**config.mk**
```make
export PLATFORM = sky130hd
export DESIGN_NAME = vred_seq
export DESIGN_NICKNAME = d
export VERILOG_FILES = /design/src/rtl/vred_pkg.sv /design/src/rtl/vred_fold_mux.sv /design/src/rtl/vred_seq.sv
export SDC_FILE = /design/constraint.sdc
export NUM_CORES = 1
export LEC_CHECK = 0
export BUFFER_PORTS_ARGS = -buffer_cell sky130_fd_sc_hd__buf_2
export CORE_ASPECT_RATIO = 1.25
export CORE_MARGIN = 10
export CORE_UTILIZATION = 51
export DETAILED_ROUTE_END_ITERATION = 10
export GPL_TIMING_DRIVEN = 1
export PLACE_DENSITY = 0.82
export SLEW_MARGIN = 10
export SYNTH_ARGS = -nofsm -noshare
export SYNTH_HDL_FRONTEND = slang
export SYNTH_SLANG_ARGS = --single-unit
```
**constraint.sdc**
```tcl
create_clock -name clk -period 3 [get_ports clk]
set_input_delay 0.15 -clock clk [delete_from_list [all_inputs] [get_ports clk]]
set_output_delay 0.15 -clock clk [all_outputs]
set_load 0.1 [all_outputs]
```
**src/rtl/vred_pkg.sv**
```systemverilog
// vred_pkg: shared types and constants for the vALU reduction sequencer.
//   - opcode enum, SEW codes, reduction-unit opSel constants
//   - FSM state enum
//   - helpers: fold_passes, sew_mask, op_legal, op_opsel
// Optional feature macro: VRED_SEQ_MINMAX_EN (enables MIN/MAX/MINU/MAXU).
package vred_pkg;

  typedef enum logic [2:0] {
    OP_SUM  = 3'd0,
    OP_MIN  = 3'd1,
    OP_MAX  = 3'd2,
    OP_MINU = 3'd3,
    OP_MAXU = 3'd4
  } vred_op_e;

  localparam logic [1:0] SEW_8  = 2'd0;
  localparam logic [1:0] SEW_16 = 2'd1;
  localparam logic [1:0] SEW_32 = 2'd2;
  localparam logic [1:0] SEW_64 = 2'd3;

  localparam logic [8:0] OPSEL_SUM  = 9'h001;
  localparam logic [8:0] OPSEL_MIN  = 9'h002;
  localparam logic [8:0] OPSEL_MAX  = 9'h004;
  localparam logic [8:0] OPSEL_MINU = 9'h008;
  localparam logic [8:0] OPSEL_MAXU = 9'h010;

  typedef enum logic [3:0] {
    S_IDLE       = 4'd0,
    S_FIRST      = 4'd1,
    S_ACC_ISSUE  = 4'd2,
    S_ACC_WAIT   = 4'd3,
    S_FOLD_ISSUE = 4'd4,
    S_FOLD_WAIT  = 4'd5,
    S_SCAL_ISSUE = 4'd6,
    S_SCAL_WAIT  = 4'd7,
    S_DONE       = 4'd8
  } vred_state_e;

  // Horizontal halving passes needed to bring a 64-bit word down to one lane.
  function automatic logic [1:0] fold_passes(input logic [1:0] sew);
    return 2'd3 - sew;
  endfunction

  function automatic logic [63:0] sew_mask(input logic [1:0] sew);
    logic [63:0] m;
    unique case (sew)
      SEW_8:   m = 64'h0000_0000_0000_00FF;
      SEW_16:  m = 64'h0000_0000_0000_FFFF;
      SEW_32:  m = 64'h0000_0000_FFFF_FFFF;
      default: m = '1;
    endcase
    return m;
  endfunction

  function automatic logic op_legal(input logic [2:0] op);
`ifdef VRED_SEQ_MINMAX_EN
    return op <= OP_MAXU;
`else
    return op == OP_SUM;
`endif
  endfunction

  function automatic logic [8:0] op_opsel(input logic [2:0] op);
    logic [8:0] s;
    s = '0;
    case (op)
      OP_SUM:  s = OPSEL_SUM;
`ifdef VRED_SEQ_MINMAX_EN
      OP_MIN:  s = OPSEL_MIN;
      OP_MAX:  s = OPSEL_MAX;
      OP_MINU: s = OPSEL_MINU;
      OP_MAXU: s = OPSEL_MAXU;
`endif
      default: s = '0;
    endcase
    return s;
  endfunction

endpackage

```
**src/rtl/vred_fold_mux.sv**
```systemverilog
// vred_fold_mux: combinational operand builder for the reduction unit.
//   state_i      current sequencer state
//   word_valid_i input-stream valid (issue in ACC_ISSUE only on handshake)
//   pass_i       fold pass index (0 = 64-bit width)
//   word_i/acc_i/seed_i operand sources
//   en_o, vec_o  red_en / red_vec toward the reduction unit (zero when idle)
module vred_fold_mux
  import vred_pkg::*;
#(
  parameter int unsigned DATA_WIDTH = 64
) (
  input  vred_state_e               state_i,
  input  logic                      word_valid_i,
  input  logic [1:0]                pass_i,
  input  logic [DATA_WIDTH-1:0]     word_i,
  input  logic [DATA_WIDTH-1:0]     acc_i,
  input  logic [DATA_WIDTH-1:0]     seed_i,
  output logic                      en_o,
  output logic [2*DATA_WIDTH-1:0]   vec_o
);

  localparam int unsigned SHW = $clog2(DATA_WIDTH) + 1;

  logic [SHW-1:0] half_sh;

  // Pass k folds width W = DATA_WIDTH>>k, so the upper half sits W/2 above.
  assign half_sh = SHW'(DATA_WIDTH / 2) >> pass_i;

  always_comb begin
    en_o  = 1'b0;
    vec_o = '0;
    case (state_i)
      S_ACC_ISSUE: begin
        if (word_valid_i) begin
          en_o  = 1'b1;
          vec_o = {word_i, acc_i};
        end
      end
      S_FOLD_ISSUE: begin
        en_o  = 1'b1;
        vec_o = {acc_i >> half_sh, acc_i};
      end
      S_SCAL_ISSUE: begin
        en_o  = 1'b1;
        vec_o = {seed_i, acc_i};
      end
      default: begin
        en_o  = 1'b0;
        vec_o = '0;
      end
    endcase
  end

endmodule

```
**src/rtl/vred_seq.sv**
```systemverilog
// vred_seq: reduction sequencer for the vALU reduction path.
//   Takes one command (op, sew, n_words, scalar seed), streams packed words
//   through the shared single-cycle reduction unit, folds the accumulator
//   horizontally, combines with the seed and returns a SEW-wide scalar.
// Ports:
//   clk, rst (async active-low)
//   start/op/sew/n_words/scalar      command (sampled in IDLE only)
//   in_valid/in_data/in_ready        packed word stream
//   red_en/red_vec/red_sew/red_opsel drive to reduction unit; red_out result
//   busy, out_valid/out_ready/out_data/out_err  result port
// Optional feature macro: VRED_SEQ_MINMAX_EN (MIN/MAX/MINU/MAXU legal).
module vred_seq
  import vred_pkg::*;
#(
  parameter int unsigned DATA_WIDTH  = 64,
  parameter int unsigned CNT_WIDTH   = 8,
  parameter int unsigned OPSEL_WIDTH = 9,
  parameter int unsigned SEW_WIDTH   = 2
) (
  input  logic                     clk,
  input  logic                     rst,
  input  logic                     start,
  input  logic [2:0]               op,
  input  logic [SEW_WIDTH-1:0]     sew,
  input  logic [CNT_WIDTH-1:0]     n_words,
  input  logic [DATA_WIDTH-1:0]    scalar,
  input  logic                     in_valid,
  input  logic [DATA_WIDTH-1:0]    in_data,
  output logic                     in_ready,
  output logic                     red_en,
  output logic [2*DATA_WIDTH-1:0]  red_vec,
  output logic [SEW_WIDTH-1:0]     red_sew,
  output logic [OPSEL_WIDTH-1:0]   red_opsel,
  input  logic [DATA_WIDTH-1:0]    red_out,
  output logic                     busy,
  output logic                     out_valid,
  input  logic                     out_ready,
  output logic [DATA_WIDTH-1:0]    out_data,
  output logic                     out_err
);

  vred_state_e            state_q, state_d;
  logic [2:0]             op_q, op_d;
  logic [SEW_WIDTH-1:0]   sew_q, sew_d;
  logic [DATA_WIDTH-1:0]  seed_q, seed_d;
  logic [DATA_WIDTH-1:0]  acc_q, acc_d;
  logic [CNT_WIDTH-1:0]   rem_q, rem_d;
  logic [1:0]             pass_q, pass_d;
  logic                   err_q, err_d;
  vred_state_e            fold_entry;

  // SEW=64 has no fold passes and goes straight to the seed combine.
  assign fold_entry = (fold_passes(sew_q) == 2'd0) ? S_SCAL_ISSUE : S_FOLD_ISSUE;

  always_comb begin
    state_d = state_q;
    op_d    = op_q;
    sew_d   = sew_q;
    seed_d  = seed_q;
    acc_d   = acc_q;
    rem_d   = rem_q;
    pass_d  = pass_q;
    err_d   = err_q;
    case (state_q)
      S_IDLE: begin
        if (start) begin
          op_d   = op;
          sew_d  = sew;
          seed_d = scalar & sew_mask(sew);
          rem_d  = n_words;
          err_d  = 1'b0;
          pass_d = 2'd0;
          if (!op_legal(op)) begin
            err_d   = 1'b1;
            acc_d   = '0;
            state_d = S_DONE;
          end else if (n_words == '0) begin
            acc_d   = scalar & sew_mask(sew);
            state_d = S_DONE;
          end else begin
            state_d = S_FIRST;
          end
        end
      end
      S_FIRST: begin
        if (in_valid) begin
          acc_d   = in_data;
          rem_d   = rem_q - 1'b1;
          state_d = (rem_q != CNT_WIDTH'(1)) ? S_ACC_ISSUE : fold_entry;
        end
      end
      S_ACC_ISSUE: begin
        if (in_valid) state_d = S_ACC_WAIT;
      end
      S_ACC_WAIT: begin
        acc_d   = red_out;
        rem_d   = rem_q - 1'b1;
        state_d = (rem_q != CNT_WIDTH'(1)) ? S_ACC_ISSUE : fold_entry;
      end
      S_FOLD_ISSUE: state_d = S_FOLD_WAIT;
      S_FOLD_WAIT: begin
        acc_d   = red_out;
        pass_d  = pass_q + 2'd1;
        state_d = ((pass_q + 2'd1) == fold_passes(sew_q)) ? S_SCAL_ISSUE : S_FOLD_ISSUE;
      end
      S_SCAL_ISSUE: state_d = S_SCAL_WAIT;
      S_SCAL_WAIT: begin
        acc_d   = red_out;
        state_d = S_DONE;
      end
      S_DONE: begin
        if (out_ready) state_d = S_IDLE;
      end
      default: state_d = S_IDLE;
    endcase
  end

  always_ff @(posedge clk or negedge rst) begin
    if (!rst) begin
      state_q <= S_IDLE;
      op_q    <= '0;
      sew_q   <= '0;
      seed_q  <= '0;
      acc_q   <= '0;
      rem_q   <= '0;
      pass_q  <= '0;
      err_q   <= 1'b0;
    end else begin
      state_q <= state_d;
      op_q    <= op_d;
      sew_q   <= sew_d;
      seed_q  <= seed_d;
      acc_q   <= acc_d;
      rem_q   <= rem_d;
      pass_q  <= pass_d;
      err_q   <= err_d;
    end
  end

  vred_fold_mux #(
    .DATA_WIDTH(DATA_WIDTH)
  ) u_fold_mux (
    .state_i      (state_q),
    .word_valid_i (in_valid),
    .pass_i       (pass_q),
    .word_i       (in_data),
    .acc_i        (acc_q),
    .seed_i       (seed_q),
    .en_o         (red_en),
    .vec_o        (red_vec)
  );

  assign busy      = (state_q != S_IDLE);
  assign in_ready  = (state_q == S_FIRST) || (state_q == S_ACC_ISSUE);
  assign out_valid = (state_q == S_DONE);
  assign out_err   = (state_q == S_DONE) && err_q;
  assign out_data  = (state_q == S_DONE) ? (acc_q & sew_mask(sew_q)) : '0;
  assign red_sew   = sew_q;
  assign red_opsel = (state_q == S_IDLE) ? '0 : op_opsel(op_q);

endmodule
```
# Word-level counts from Yosys, hierarchy flattened
# Index checks and enable logic that the tools add are counted.
dict set report totals {
  word_cells 91
  reg_bits 148
  in_bits 210
}
dict set report op_classes {
  n_bitwise 3
  n_shift 2
  eq_ne 19
  n_mux 36
  n_reduce_logical 20
  n_addsub 3
}
# operator n
set ops {}
lappend ops {{64-bit two-way mux} 11}
lappend ops {{64-bit one-hot mux with 3 select lines} 3}
lappend ops {{128-bit one-hot mux with 3 select lines} 1}
lappend ops {{64-bit bitwise AND} 3}
lappend ops {{128-bit two-way mux} 1}
lappend ops {{64-bit by 7-bit right shift with 64-bit output} 1}
lappend ops {{4-bit one-hot mux with 9 select lines} 1}
lappend ops {{4-bit two-way mux} 6}
lappend ops {{8-bit one-hot mux with 3 select lines} 1}
lappend ops {{4-bit by 3-bit == test with 1-bit output (second input constant)} 4}
lappend ops {{8-bit two-way mux} 2}
lappend ops {{9-bit two-way mux} 1}
lappend ops {{4-bit by 2-bit == test with 1-bit output (second input constant)} 2}
lappend ops {{8-bit logical NOT} 1}
lappend ops {{8-bit by 1-bit != test with 1-bit output (second input constant)} 1}
lappend ops {{4-bit AND reduction} 2}
lappend ops {{8-bit by 1-bit subtractor with 8-bit output (second input constant)} 1}
lappend ops {{6-bit by 2-bit right shift with 7-bit output (first input constant)} 1}
lappend ops {{2-bit logical NOT} 3}
lappend ops {{3-bit logical NOT} 2}
lappend ops {{2-bit two-way mux} 3}
lappend ops {{2-bit != test (second input constant)} 3}
lappend ops {{3-bit nonzero test} 2}
lappend ops {{2-bit by 1-bit == test with 1-bit output (second input constant)} 2}
lappend ops {{21 further kinds} 25}

# Logic depth before layout (Yosys ltp)
dict set report depth {
  word_depth 11
  depth_mapped 8
  ltp_nobuf 6
}

# By module
# From an unflattened synthesis, not the netlist that was laid out.
dict set report unflattened {
  cells_unflattened 1058
  area_unflattened_um2 10583.9
}
# mod cells_per_inst area_per_inst_um2 n_inst
set by_module_without_submodules {}
lappend by_module_without_submodules {vred_seq 709 7781.2 1}
lappend by_module_without_submodules {vred_fold_mux 349 2802.7 1}

# Worst setup path after synthesis
# Ideal clock, no wire load.
dict set report synth_timing {
  path_kind {register to output}
  start {register pass_q[0]}
  end {output port red_vec[103]}
  t_required_ns 2.850
  arrival_ns 3.917
  slack_ns -1.067
  stages_incl_launch_ff 9
  path_buffers 3
  cell_sequence {dfrtp_1 > inv_1 > ha_1 > buf_4 > buf_2 > buf_2 > mux2i_1 > mux2i_1 > o21ai_0}
}
dict set report synth_via {
  elab_chain_len 3
}
# item line_no
set synth_rtl {}
lappend synth_rtl {{start: declaration} vred_seq.sv:48} ;# logic [1:0] pass_q, pass_d;
lappend synth_rtl {{start signal: assignment} vred_seq.sv:135} ;# pass_q <= pass_d;
lappend synth_rtl {{6-bit by 2-bit right shift with 7-bit output} vred_fold_mux.sv:27} ;# assign half_sh = SHW'(DATA_WIDTH / 2) >> pass_i;
lappend synth_rtl {{64-bit by 7-bit right shift with 64-bit output} vred_fold_mux.sv:41} ;# vec_o = {acc_i >> half_sh, acc_i};
lappend synth_rtl {{128-bit one-hot mux with 3 select lines} vred_fold_mux.sv:32} ;# case (state_i)
lappend synth_rtl {{end: declaration} vred_seq.sv:31} ;# output logic [2*DATA_WIDTH-1:0] red_vec,
# No other way between the ends.

# Worst setup path in the final report
dict set report layout_timing {
  start {register pass_q[1]}
  end {output port red_vec[122]}
}
# The elaborated chain is that of the path after synthesis.

==> impl_results.rst <==
.. list-table::
   :header-rows: 1

   * - Metric
     - Value
   * - Total power draw
     - 9231 uW
   * - Cell count after synthesis
     - 1235
   * - Synthesized cell area
     - 11550 um^2
   * - I/O pin cnt
     - 418
   * - Final count of negative-setup-slack endpoints
     - 0
   * - Count of pins over their slew limit
     - 0
   * - # port buffers
     - 409
   * - Ys async rst share
     - 100.0%
   * - Number of detailed-route iterations in the first pass
     - 9
   * - Total Nets Final
     - 1870
   * - Starting DRT DRC Count
     - 1714
   * - End of the worst register-to-register path
     - acc_q[33]
   * - Clock tree from TritonCTS
     - done
   * - Timing startpoint of the critical path
     - pass_q[1]
   * - Arrival time of the worst setup path
     - 2.80 ns
   * - Core box area
     - 22290 um^2
   * - Antenna violations before repair
     - 1
   * - Count of synthesis-stage warnings from yosys
     - 0
   * - Most area-hungry cell type in the Yosys netlist
     - dfrtp_1
   * - Top cell type's share of synthesized area
     - 32.07%
   * - Die span in y
     - 188.3 um
   * - Wire length per cell after detailed routing
     - 28.46 um
   * - Worst VDD drop
     - 0.0006176 V
   * - Layer with the highest usage after global routing
     - met2
   * - Overall track demand over capacity in global routing
     - 36.16%
   * - Largest driver fanout on the critical path
     - 45
   * - Count of flip-flops with a built-in enable after synthesis
     - 0
   * - Worst r2r path cells
     - 6
   * - Launching point of the worst reg2reg path
     - state_q[0]
   * - Latest clock arrival within the worst-skew pair
     - 0.44 ns
   * - Number of maximum-capacitance violations
     - 0
   * - Category of the critical setup timing path
     - register to primary output
   * - Type of element capturing the critical path
     - primary output
   * - Detail Placement HPWL
     - 41.17 mm
   * - Power density cells
     - 540.7 nW/um^2
   * - Worst clock skew on the final layout
     - 0.01196 ns
   * - Post-synth top flop
     - dfrtp_1
   * - DIE WIDTH
     - 154.6 um
   * - Yosys cell types
     - 67
   * - Main area contributors after synthesis
     - dfrtp_1 32%, mux2i_1 15%, mux2_2 4.6%
   * - Tmin final
     - 2.947 ns
   * - CTS Sinks
     - 148
   * - Number of buffers inserted during clock tree synthesis
     - 17
   * - Vias in the first global route
     - 13250
   * - Result of the run
     - finished clean
   * - Total global routing overflow
     - 0
   * - Maximum frequency from static timing analysis
     - 0.3394 GHz
   * - Final-report hold violation count
     - 0
   * - Clock transition at path regs
     - 0.06 ns
   * - FF-to-FF setup slack
     - 0.74 ns
   * - Worst EP required
     - 2.85 ns
   * - DR vias
     - 12950
   * - Layout cells sized above 1
     - 39.22%
   * - Register area share after synthesis
     - 32.07%
   * - Global-route track usage on met2
     - 58.77%
   * - Area Growth Syn to Fin
     - 47.82%
   * - Capture point of the critical path
     - red_vec[122]
   * - Min-delay worst type
     - primary input to register
   * - Die footprint
     - 29100 um^2
   * - Average vias per placed instance
     - 6.646
   * - Category of the worst setup path launch point
     - register
   * - Commonest non-fill, non-tap cell in the layout
     - buf_2
   * - Met1 track demand over resource in global routing
     - 42.16%
   * - Synthesized area divided by synthesized cell count
     - 9.352 um^2
   * - End-of-flow core utilization
     - 76.61%
   * - Count of unresolved DRC violations after routing
     - 0
   * - Number of levels in the clock H-tree
     - 4
   * - Clock Tree Buf Depth
     - 2
   * - Std-Cell Rows
     - 61
   * - Register bit total from synthesis
     - 148
   * - Static power due to leakage
     - 0.008051 uW
   * - Met3 Track Usage GR
     - 9.136%
   * - Routability cong.
     - 0.9929
   * - Most frequent cells in the layout
     - 291 x buf_2, 174 x mux2i_1, 146 x dfrtp_1
   * - Setup repair after global routing missed its margin
     - true
   * - Count of nets left with antenna violations after detail routing
     - 0
   * - First-pass GRT wire length
     - 82.46 mm
   * - Post-detailed-routing wire length
     - 55.47 mm
   * - Initial core utilization
     - 51.82%
   * - Actual slew at the worst max-slew pin
     - 0.9096 ns
   * - Pin count of the biggest net entering global routing
     - 70
   * - Final worst-path cycle share
     - 98.22%
   * - CTS root buf
     - clkbuf_16
   * - Worst-case headroom to the max-slew limit
     - 38.95%
## state kept, by name, summed over array words and instances, names as in the netlist
name     count
op_q         3
state_q      4
seed_q      64
err_q        1
red_sew      2
acc_q       64
pass_q       2
rem_q        8
## power breakdown
| part | internal (uW) | total (uW) | switching (uW) |
|---|---|---|---|
| sequential | 2550 | 3250 | 707 |
| clock | 1240 | 2180 | 943 |
| combinational | 1330 | 3800 | 2470 |
## final cells by class
cell class / count / area, um^2
diodes: 1 / 2.502
clock buffers: 19 / 432.9
clock inverters: 13 / 148.9
fillers: 1468 / 5214
inverters: 18 / 71.32
multi-input cells: 949 / 7540
flip-flops and latches: 148 / 3706
well taps: 283 / 354.1
repair buffers: 518 / 4817
## repair_timing
| item | 4_1_cts | 5_1_grt |
|---|---|---|
| setup buffers | 0 | 9 |
| pin swaps | 0 | 2 |
| hold endpoints to repair | 106 | 0 |
| hold buffers | 41 | 0 |
| setup endpoints to repair | 20 | 38 |
| gates cloned | 0 | 0 |
| resized for setup | 12 | 15 |
## through the flow
stage	setup TNS [ns]	setup slack [ns]	instance area (um^2)	instances	hold slack (ns)
after floorplan	-2.660	-0.6531	11860	1242	-0.1456
after global placement	0	0.2338	15870	1866	0.2017
after detailed placement	0	0.2346	15870	1866	0.2052
after CTS	-0.1708	-0.06351	16930	1939	0.001249
after global routing	-0.0008764	-0.0008764	17070	1949	0.007258
final	0	0.05336	17070	1949	0.005666
## logic make-up after synthesis
logic type	after synthesis	share of synthesized area, %
XOR/XNOR	2	0.1517
other	1	0.03247
buffers and inverters	145	5.763
multiplexers	278	27.33
AO/OA/AOI/OAI	296	17.35
flip-flops	148	32.07
adder cells (fa/ha/maj)	8	0.8667
AND/OR/NAND/NOR	357	16.43
## critical path: stages, from the launching register on
cell and delay [ns]:
dfrtp_2 0.50, inv_1 0.11, ha_2 0.25, inv_2 0.10
buf_12 0.28, nand3_2 0.30, nor3_2 0.42, a221o_1 0.22
buf_12 0.18
## how the worst min path moves through the flow
stage | startpoint | endpoint | slack [ns] | cells past startpoint
floorplan | rst | acc_q[0] | -0.15 | 0
global placement | rst | rem_q[0] | 0.20 | 1
detailed placement | rst | rem_q[0] | 0.21 | 1
CTS | scalar[44] | seed_q[44] | 0.001 | 3
global route | scalar[0] | seed_q[0] | 0.007 | 2
finish | scalar[0] | seed_q[0] | 0.006 | 2
## Yosys cell counts, types with 11 or more instances
cell type / n
a21oi_1: 11
dfrtp_1: 148
buf_2: 28
o221ai_1: 18
o21ai_0: 97
nor2b_1: 66
mux2_1: 32
mux2_2: 47
and3_1: 54
mux2i_1: 177
o22ai_1: 59
inv_1: 16
and2_1: 25
mux4_2: 22
nor2_1: 18
a222oi_1: 18
nor3_1: 17
clkbuf_1: 70
nand2_1: 134
buf_1: 12
buf_4: 11
a22oi_1: 39
## layer usage
layer  vias to the layer above  share of wire [%]
li1                       5438                  -
met1                      6174                 35
met2                      1109                 47
met3                       232                 11
met4                         0                6.8
met5                         -                  0
Power figures use the tool's default switching activity.
